$ cat src/rtl/sdram_pro_arbit_if.sv
//------------------------------------------------------------------------------
// SdramProArbitIf
// Purpose : Bundles the SDRAM pin-side signals driven by the bus arbiter so the
//           controller top can route them to the pads as a single port.
// Signals :
//   cke                      clock enable
//   cs_n/ras_n/cas_n/we_n    command pins, {cs_n,ras_n,cas_n,we_n} = command
//   ba[1:0]                  bank address
//   addr[11:0]               row/column address
//   dq_out[15:0]             write data towards the pad
//   dq_oe                    pad output enable
// Modports:
//   master  the arbiter, drives every signal
//   slave   the pad/top side, observes every signal
//------------------------------------------------------------------------------
interface sdram_pro_arbit_if;
    logic        cke;
    logic        cs_n;
    logic        ras_n;
    logic        cas_n;
    logic        we_n;
    logic [1:0]  ba;
    logic [11:0] addr;
    logic [15:0] dq_out;
    logic        dq_oe;

    modport master (
        output cke, cs_n, ras_n, cas_n, we_n, ba, addr, dq_out, dq_oe
    );

    modport slave (
        input  cke, cs_n, ras_n, cas_n, we_n, ba, addr, dq_out, dq_oe
    );
endinterface

$ cat src/rtl/sdram_pro_arbit.sv
//------------------------------------------------------------------------------
// SdramProArbit (module sdram_pro_arbit)
// Purpose : Owns the single SDRAM command/address/data bus and shares it
//           between the init, auto-refresh, write and read sub-modules. The
//           init module keeps the bus until initialisation completes; after
//           that refresh has top priority and write/read alternate round-robin.
//           Grants are non-preemptive and separated by at least one NOP cycle.
// Ports   :
//   i_sys_clk / i_sys_rst          clock, synchronous active-high reset
//   i_init_end, i_init_*           init done level and init bus drive
//   i_aref_req/_end, i_aref_*      refresh request/done and bus drive
//   i_wr_req/_end, i_wr_*          write request/done and bus drive
//   i_wr_sdram_en, i_wr_sdram_data write dq enable and data
//   i_rd_req/_end, i_rd_*          read request/done and bus drive
//   o_aref_en/o_wr_en/o_rd_en      grant levels to the sub-modules
//   o_arb_err                      sticky watchdog error
//   sdram_bus                      SDRAM pin bundle (master modport)
// Options :
//   ARB_TIMEOUT_EN  when defined, a 16-bit watchdog forces a grant back to
//                   arbitration after TIMEOUT_CYC cycles without an end pulse
//                   and sets o_arb_err. When undefined, grants wait forever
//                   and o_arb_err is tied low.
//------------------------------------------------------------------------------
module sdram_pro_arbit #(
    parameter logic [3:0] CMD_NOP     = 4'b0111,
    parameter int         TIMEOUT_CYC = 1024
) (
    input  logic        i_sys_clk,
    input  logic        i_sys_rst,

    input  logic        i_init_end,
    input  logic [3:0]  i_init_cmd,
    input  logic [11:0] i_init_addr,
    input  logic [1:0]  i_init_bank,

    input  logic        i_aref_req,
    input  logic        i_aref_end,
    input  logic [3:0]  i_aref_cmd,
    input  logic [11:0] i_aref_addr,
    input  logic [1:0]  i_aref_bank,

    input  logic        i_wr_req,
    input  logic        i_wr_end,
    input  logic [3:0]  i_wr_cmd,
    input  logic [11:0] i_wr_addr,
    input  logic [1:0]  i_wr_bank,
    input  logic        i_wr_sdram_en,
    input  logic [15:0] i_wr_sdram_data,

    input  logic        i_rd_req,
    input  logic        i_rd_end,
    input  logic [3:0]  i_rd_cmd,
    input  logic [11:0] i_rd_addr,
    input  logic [1:0]  i_rd_bank,

    output logic        o_aref_en,
    output logic        o_wr_en,
    output logic        o_rd_en,
    output logic        o_arb_err,

    sdram_pro_arbit_if.master sdram_bus
);

    typedef enum logic [2:0] {
        ST_INIT,
        ST_ARBIT,
        ST_AREF,
        ST_WRITE,
        ST_READ
    } state_t;

    state_t      r_state;
    logic        r_lastWr;
    logic        w_ownerEnd;
    logic        w_timeout;

    logic [3:0]  w_cmd;
    logic [1:0]  w_ba;
    logic [11:0] w_addr;
    logic [15:0] w_dqOut;
    logic        w_dqOe;

    // The end pulse only counts when it comes from the current owner; a stray
    // pulse from an idle sub-module must not release someone else's grant.
    always_comb begin
        w_ownerEnd = 1'b0;
        case (r_state)
            ST_AREF:  w_ownerEnd = i_aref_end;
            ST_WRITE: w_ownerEnd = i_wr_end;
            ST_READ:  w_ownerEnd = i_rd_end;
            default:  w_ownerEnd = 1'b0;
        endcase
    end

`ifdef ARB_TIMEOUT_EN
    localparam logic [15:0] TO_LAST = 16'(TIMEOUT_CYC - 1);

    logic [15:0] r_wdogCnt;
    logic        r_arbErr;

    // Watchdog: cleared whenever a grant is issued, counts every owned cycle.
    // Reaching the last allowed count without an end pulse reclaims the bus.
    assign w_timeout = (r_state == ST_AREF || r_state == ST_WRITE || r_state == ST_READ)
                       && (r_wdogCnt == TO_LAST) && !w_ownerEnd;

    always_ff @(posedge i_sys_clk) begin
        if (i_sys_rst) begin
            r_wdogCnt <= '0;
            r_arbErr  <= 1'b0;
        end else begin
            if (r_state == ST_ARBIT) begin
                r_wdogCnt <= '0;
            end else if (r_state != ST_INIT) begin
                r_wdogCnt <= r_wdogCnt + 16'd1;
            end
            if (w_timeout) begin
                r_arbErr <= 1'b1;
            end
        end
    end

    assign o_arb_err = r_arbErr;
`else
    assign w_timeout = 1'b0;
    assign o_arb_err = 1'b0;
`endif

    // Main arbitration FSM. Refresh beats everything; when write and read both
    // ask, r_lastWr picks whichever did not go last. Every grant returns to
    // ST_ARBIT, which guarantees one NOP cycle between owners.
    always_ff @(posedge i_sys_clk) begin
        if (i_sys_rst) begin
            r_state  <= ST_INIT;
            r_lastWr <= 1'b0;
        end else begin
            case (r_state)
                ST_INIT: begin
                    if (i_init_end) begin
                        r_state <= ST_ARBIT;
                    end
                end
                ST_ARBIT: begin
                    if (i_aref_req) begin
                        r_state <= ST_AREF;
                    end else if (i_wr_req && i_rd_req) begin
                        r_state <= r_lastWr ? ST_READ : ST_WRITE;
                    end else if (i_wr_req) begin
                        r_state <= ST_WRITE;
                    end else if (i_rd_req) begin
                        r_state <= ST_READ;
                    end
                end
                ST_AREF, ST_WRITE, ST_READ: begin
                    if (w_ownerEnd || w_timeout) begin
                        r_state <= ST_ARBIT;
                        if (r_state == ST_WRITE) begin
                            r_lastWr <= 1'b1;
                        end else if (r_state == ST_READ) begin
                            r_lastWr <= 1'b0;
                        end
                    end
                end
                default: r_state <= ST_INIT;
            endcase
        end
    end

    // Pin mux straight off the state register, so sub-module command timing
    // reaches the pads with no added latency. Reset overrides combinationally
    // so the bus goes NOP in the same cycle reset is raised.
    always_comb begin
        w_cmd   = CMD_NOP;
        w_ba    = 2'b11;
        w_addr  = 12'hfff;
        w_dqOut = 16'h0000;
        w_dqOe  = 1'b0;
        if (!i_sys_rst) begin
            case (r_state)
                ST_INIT: begin
                    w_cmd  = i_init_cmd;
                    w_ba   = i_init_bank;
                    w_addr = i_init_addr;
                end
                ST_AREF: begin
                    w_cmd  = i_aref_cmd;
                    w_ba   = i_aref_bank;
                    w_addr = i_aref_addr;
                end
                ST_WRITE: begin
                    w_cmd   = i_wr_cmd;
                    w_ba    = i_wr_bank;
                    w_addr  = i_wr_addr;
                    w_dqOut = i_wr_sdram_data;
                    w_dqOe  = i_wr_sdram_en;
                end
                ST_READ: begin
                    w_cmd  = i_rd_cmd;
                    w_ba   = i_rd_bank;
                    w_addr = i_rd_addr;
                end
                default: ;
            endcase
        end
    end

    assign o_aref_en = !i_sys_rst && (r_state == ST_AREF);
    assign o_wr_en   = !i_sys_rst && (r_state == ST_WRITE);
    assign o_rd_en   = !i_sys_rst && (r_state == ST_READ);

    assign sdram_bus.cke    = 1'b1;
    assign sdram_bus.cs_n   = w_cmd[3];
    assign sdram_bus.ras_n  = w_cmd[2];
    assign sdram_bus.cas_n  = w_cmd[1];
    assign sdram_bus.we_n   = w_cmd[0];
    assign sdram_bus.ba     = w_ba;
    assign sdram_bus.addr   = w_addr;
    assign sdram_bus.dq_out = w_dqOut;
    assign sdram_bus.dq_oe  = w_dqOe;

endmodule

$ cat src/flat_wrapper.sv
// flat-port wrapper written by rule: the top's interface ports become plain ports
module sdram_pro_arbit_flat 
#(
    parameter logic [3:0] CMD_NOP     = 4'b0111,
    parameter int         TIMEOUT_CYC = 1024
)
  (i_sys_clk, i_sys_rst, i_init_end, i_init_cmd, i_init_addr, i_init_bank, i_aref_req, i_aref_end, i_aref_cmd, i_aref_addr, i_aref_bank, i_wr_req, i_wr_end, i_wr_cmd, i_wr_addr, i_wr_bank, i_wr_sdram_en, i_wr_sdram_data, i_rd_req, i_rd_end, i_rd_cmd, i_rd_addr, i_rd_bank, o_aref_en, o_wr_en, o_rd_en, o_arb_err, sdram_bus_cke, sdram_bus_cs_n, sdram_bus_ras_n, sdram_bus_cas_n, sdram_bus_we_n, sdram_bus_ba, sdram_bus_addr, sdram_bus_dq_out, sdram_bus_dq_oe);
  sdram_pro_arbit_if sdram_bus_i ();
  input  logic i_sys_clk;
  input  logic i_sys_rst;
  input  logic i_init_end;
  input  logic [3:0] i_init_cmd;
  input  logic [11:0] i_init_addr;
  input  logic [1:0] i_init_bank;
  input  logic i_aref_req;
  input  logic i_aref_end;
  input  logic [3:0] i_aref_cmd;
  input  logic [11:0] i_aref_addr;
  input  logic [1:0] i_aref_bank;
  input  logic i_wr_req;
  input  logic i_wr_end;
  input  logic [3:0] i_wr_cmd;
  input  logic [11:0] i_wr_addr;
  input  logic [1:0] i_wr_bank;
  input  logic i_wr_sdram_en;
  input  logic [15:0] i_wr_sdram_data;
  input  logic i_rd_req;
  input  logic i_rd_end;
  input  logic [3:0] i_rd_cmd;
  input  logic [11:0] i_rd_addr;
  input  logic [1:0] i_rd_bank;
  output logic o_aref_en;
  output logic o_wr_en;
  output logic o_rd_en;
  output logic o_arb_err;
  output wire logic [$bits(sdram_bus_i.cke)-1:0] sdram_bus_cke;
  output wire logic [$bits(sdram_bus_i.cs_n)-1:0] sdram_bus_cs_n;
  output wire logic [$bits(sdram_bus_i.ras_n)-1:0] sdram_bus_ras_n;
  output wire logic [$bits(sdram_bus_i.cas_n)-1:0] sdram_bus_cas_n;
  output wire logic [$bits(sdram_bus_i.we_n)-1:0] sdram_bus_we_n;
  output wire logic [$bits(sdram_bus_i.ba)-1:0] sdram_bus_ba;
  output wire logic [$bits(sdram_bus_i.addr)-1:0] sdram_bus_addr;
  output wire logic [$bits(sdram_bus_i.dq_out)-1:0] sdram_bus_dq_out;
  output wire logic [$bits(sdram_bus_i.dq_oe)-1:0] sdram_bus_dq_oe;
  assign sdram_bus_cke = sdram_bus_i.cke;
  assign sdram_bus_cs_n = sdram_bus_i.cs_n;
  assign sdram_bus_ras_n = sdram_bus_i.ras_n;
  assign sdram_bus_cas_n = sdram_bus_i.cas_n;
  assign sdram_bus_we_n = sdram_bus_i.we_n;
  assign sdram_bus_ba = sdram_bus_i.ba;
  assign sdram_bus_addr = sdram_bus_i.addr;
  assign sdram_bus_dq_out = sdram_bus_i.dq_out;
  assign sdram_bus_dq_oe = sdram_bus_i.dq_oe;
  sdram_pro_arbit #(.CMD_NOP(CMD_NOP), .TIMEOUT_CYC(TIMEOUT_CYC)) u_core (.i_sys_clk(i_sys_clk), .i_sys_rst(i_sys_rst), .i_init_end(i_init_end), .i_init_cmd(i_init_cmd), .i_init_addr(i_init_addr), .i_init_bank(i_init_bank), .i_aref_req(i_aref_req), .i_aref_end(i_aref_end), .i_aref_cmd(i_aref_cmd), .i_aref_addr(i_aref_addr), .i_aref_bank(i_aref_bank), .i_wr_req(i_wr_req), .i_wr_end(i_wr_end), .i_wr_cmd(i_wr_cmd), .i_wr_addr(i_wr_addr), .i_wr_bank(i_wr_bank), .i_wr_sdram_en(i_wr_sdram_en), .i_wr_sdram_data(i_wr_sdram_data), .i_rd_req(i_rd_req), .i_rd_end(i_rd_end), .i_rd_cmd(i_rd_cmd), .i_rd_addr(i_rd_addr), .i_rd_bank(i_rd_bank), .o_aref_en(o_aref_en), .o_wr_en(o_wr_en), .o_rd_en(o_rd_en), .o_arb_err(o_arb_err), .sdram_bus(sdram_bus_i));
endmodule
$ cat config.mk
export PLATFORM = sky130hd
export DESIGN_NAME = sdram_pro_arbit_flat
export DESIGN_NICKNAME = d
export VERILOG_FILES = /design/src/rtl/sdram_pro_arbit_if.sv /design/src/rtl/sdram_pro_arbit.sv /design/src/flat_wrapper.sv
export SDC_FILE = /design/constraint.sdc
export NUM_CORES = 1
export LEC_CHECK = 0
export ABC_AREA = 1
export BUFFER_PORTS_ARGS = -buffer_cell sky130_fd_sc_hd__buf_2
export CELL_PAD_IN_SITES_DETAIL_PLACEMENT = 1
export CELL_PAD_IN_SITES_GLOBAL_PLACEMENT = 2
export CORE_MARGIN = 2
export CORE_UTILIZATION = 11
export DETAILED_ROUTE_END_ITERATION = 6
export PLACE_DENSITY_LB_ADDON = 0.1
export REMOVE_ABC_BUFFERS = 1
export SLEW_MARGIN = 30
export SYNTH_ARGS = -nofsm -noshare
export SYNTH_HDL_FRONTEND = slang
export SYNTH_SLANG_ARGS = --single-unit
$ cat constraint.sdc
create_clock -name i_sys_clk -period 1.7 [get_ports i_sys_clk]
set_clock_uncertainty 0.15 [all_clocks]
set_input_delay 0.17 -clock i_sys_clk [delete_from_list [all_inputs] [get_ports i_sys_clk]]
set_output_delay 0.17 -clock i_sys_clk [all_outputs]
set_load 0.01 [all_outputs]
==> qor.txt <==
RUN
----------------------------------------------------------------------------------------------------
Maximum Capacitance Violations                                                                     0

CRITICAL PATH
----------------------------------------------------------------------------------------------------
Cell family contributing the most delay on the critical path                            simple AND/OR/NAND/NOR gates
FF-to-FF Start                                                                          u_core.r_state[2]
Worst setup path category                                                                 reg -> out
Arrival @ worst endpoint                                                                     1.47 ns
Setup slack of the worst register-to-register path                                           0.10 ns
Maximum cell stage delay along the critical path                                             0.36 ns
Maximum fanout count along the critical path                                                       7
Combined buffer and inverter count along the critical path                                         3
Worst path most repeated cell                                                                 nor2_4
Critical R2R Capture                                                                    u_core.r_state[0]
Element type at the critical path end                                                    output port
Crit start category                                                                         register
Master of the slowest instance on the critical path                                          dfxtp_4
Cells on worst reg2reg path                                                                       12
Cell breakdown of the critical path                                                     nor2_4 > inv_2 > nor2_4 > buf_6 > a21oi_1 > nand4_1 > buf_2
Worst endpoint required time                                                                 1.38 ns

POWER AND IR DROP
----------------------------------------------------------------------------------------------------
Worst vdd ir                                                                              0.000307 V
Int Power                                                                                    1500 µW
Part of the power in combinational logic                                                       0.869
Switch share                                                                                   0.488
Sequential share of power                                                                      0.062
Static leakage                                                                            0.00118 µW
Clock share of power                                                                           0.069
Total net switching power                                                                    1430 µW
Power density cells                                                                      1260 nW/µm²

TIMING
----------------------------------------------------------------------------------------------------
Tmin final                                                                                   1.79 ns
Number of slew-limit violations in the final report                                                0
RSZ-0062 raised after global routing                                                             yes
Achievable clock frequency                                                                   560 MHz
Worst-case setup margin in the final layout                                               -0.0873 ns
Final-report setup violation count                                                                19
Hold violation total from the final report                                                         0
Fin Hold WS                                                                                 0.221 ns
Setup total negative slack                                                                  -1.22 ns
Portion of the clock cycle consumed by the worst path in the final layout                       1.05

YOSYS
----------------------------------------------------------------------------------------------------
Synthesis warning total                                                                            0
Main combinational cell family by area after synthesis                                  simple AND/OR/NAND/NOR gates
Basic-gate share of the synthesized area counting and, or, nand and nor cells                  0.679
Synth top area cells                                                                    nand2_1 (34%), nand4_1 (14%), a21oi_1 (9.9%)
Library cells used by synthesis                                                                   21
EDFF count, synth                                                                                  0
Yosys reg bits                                                                                     4
Post-synthesis mux area share                                                                      0
Post-synthesis area per instance                                                            4.91 µm²
Synth Area in Compound Gates                                                                   0.117
Most numerous cell in the Yosys netlist                                                      nand2_1
Share of the synthesized netlist area taken by xor and xnor gates                                  0
Post-Synth Adder-Cell Area                                                                         0
Fraction of registers with async set/reset                                                         0
Post-synth design cell area                                                                  962 µm²
Synthesized instance count                                                                       196
Fraction of synthesized cell area taken by the top area cell type                              0.339
Sequential area share after synthesis                                                         0.0832
Post-synth top cells                                                                    nand2_1 (87), nor2_1 (24), nand4_1 (21), a21oi_1 (19), inv_1 (8)
Post-synth top area cell                                                                     nand2_1
Dominant register cell in the synthesized netlist                                            dfxtp_1

GRT
----------------------------------------------------------------------------------------------------
Antenna violations before repair                                                                   0
Largest net degree at the start of global routing                                                 23
Wire length of the first global-routing pass                                                 10.3 mm
All-Layer GR Usage                                                                             0.132
Grt ovf                                                                                            0
Vias in the first global route                                                                 2,022

CLOCKING
----------------------------------------------------------------------------------------------------
Clock-pin slew reported for the worst setup and hold paths after clock tree synthesis        0.03 ns
Number of buffers created by CTS                                                                   3
Maximum count of clock buffers along a single path                                                 2
Cell chosen for the clock root                                                              clkbuf_8
Clk sink count                                                                                     4
CTS tree                                                                                        done
# H-tree levels                                                                                    1
Worst skew pair latency                                                                      0.22 ns

LAYOUT
----------------------------------------------------------------------------------------------------
Core occupancy in the finished layout                                                          0.269
Layout Nets                                                                                      454
Fill count                                                                                     1,124
Count of inserted antenna diode cells                                                              0
Area growth from synthesis to final layout                                                      140%
Share of cells above drive strength 1                                                          0.605
Area taken by flip-flops and latches                                                        86.3 µm²
Multi-input logic area                                                                       918 µm²

ROUTING
----------------------------------------------------------------------------------------------------
Overall routed net length                                                                    6.33 mm
Drt pass-1 iters                                                                                   4
Via-per-instance ratio                                                                          4.06
Antenna viol nets, final                                                                           0
Final routed wire length divided by cell count                                               13.7 µm
Total vias in the final route                                                                  1,878
1st-iter DRT viols                                                                                17
Remaining DRCs                                                                                     0

HOLD PATH
----------------------------------------------------------------------------------------------------
Class of the most critical hold timing path                                                in -> reg
Destination of the worst hold path                                                      u_core.r_state[2]
Number of instances on the worst hold path                                                         3
Beginning of the worst hold path                                                           i_sys_rst

DIE
----------------------------------------------------------------------------------------------------
Core Box Area                                                                               8590 µm²
Vert. Die Dim                                                                                97.5 µm
Effective utilization at floorplan                                                             0.112
Overall die area                                                                            9510 µm²
Ports                                                                                            138
Total number of placement rows                                                                    34
Floorplan die width                                                                          97.5 µm

PLACED DESIGN
----------------------------------------------------------------------------------------------------
Routability Congestion                                                                         0.747
Count of port buffers added during placement                                                     135
Half-perimeter wire length of the detailed placement result                                  4.70 mm

STATUS
----------------------------------------------------------------------------------------------------
Violations in the final reports                                                         negative setup slack
Outcome                                                                                 complete, but fails checks

## layer usage
layer  routed length (µm)  share of wire  track usage  up-vias
li1                     -              -            -      962
met1                 2880           0.45        0.178      818
met2                 2870           0.45        0.219       95
met3                  562          0.089       0.0353        3
met4                   21         0.0033      0.00962        0
met5                    0              0            0        -
## stage by stage
stage | total power [µW] | setup slack [ns] | cell area (µm²) | cells
6_report | 2930 | -0.0873 | 2310 | 462
2_1_floorplan | 1070 | 0.0870 | 902 | 185
4_1_cts | 2750 | -0.100 | 2210 | 459
3_5_place_dp | 1960 | -0.0714 | 1860 | 443
3_3_place_gp | 1970 | 0.00847 | 1860 | 443
5_1_grt | 3230 | -0.183 | 2310 | 462
## worst register-to-register path, cell delays in order, from the launching register on
cell and delay, ns:
dfxtp_2 0.32, inv_2 0.08, nand2_4 0.08, buf_6 0.12, nor2_4 0.13, buf_12 0.13, buf_8 0.10, nand2_4 0.04
nand4_4 0.08, nand3_2 0.09, nand2_1 0.06, inv_1 0.04, nor2_2 0.10
## layout make-up
type,instances,share of cell area
clock buffer,3,0.0178
inverter,13,0.0254
multi-input combinational,169,0.397
sequential,4,0.0373
tap,108,0.0584
timing repair buffer,165,0.464
## flip-flops by register name, summed over array words and instances, names as in the netlist
| signal | count |
|---|---|
| u_core.r_lastWr | 1 |
| u_core.r_state | 3 |
## what timing repair did
| action | in CTS | in global routing |
|---|---|---|
| endpoints found under the hold margin | 0 | 0 |
| buffers inserted | 8 | 3 |
| gates resized for setup | 37 | 20 |
| hold buffers | 0 | 0 |
| cloned | 5 | 0 |
| endpoints found under the setup margin | 35 | 38 |
| pin swaps | 13 | 11 |
## layout by cell type, fill, tap and decap left out, types with 5 or more instances in the layout
| master | instances |
|---|---|
| a21oi_1 | 12 |
| a21oi_2 | 8 |
| buf_12 | 5 |
| buf_2 | 135 |
| buf_4 | 15 |
| inv_1 | 8 |
| nand2_1 | 70 |
| nand2_2 | 13 |
| nand2_4 | 8 |
| nand4_1 | 21 |
| nor2_1 | 23 |
## power by group through the flow
stage / logic, µW / clock network (µW) / registers (µW)
finish: 2540 / 203 / 181
global route: 2820 / 219 / 186
CTS: 2360 / 207 / 175
detailed placement: 1800 / 0 / 157
global placement: 1820 / 0 / 154
floorplan: 904 / 0 / 167
## worst max path at each step
stage	startpoint	to	slack (ns)	depth (start not counted)
5_1_grt	u_core.r_state[2]	sdram_bus_addr[7]	-0.18	9
6_report	u_core.r_state[0]	sdram_bus_ba[0]	-0.09	7
2_1_floorplan	u_core.r_state[2]	sdram_bus_cs_n	0.09	7
3_3_place_gp	u_core.r_state[1]	sdram_bus_addr[4]	0.008	7
4_1_cts	u_core.r_state[2]	sdram_bus_addr[5]	-0.10	9
3_5_place_dp	u_core.r_state[1]	sdram_bus_ba[1]	-0.07	7
## kinds of logic after synthesis
family | Yosys count
and+or+nand+nor | 145
AOI/OAI and AO/OA | 21
DFF | 4
other | 2
buffers and inverters | 24
Power figures use the tool's default switching activity.
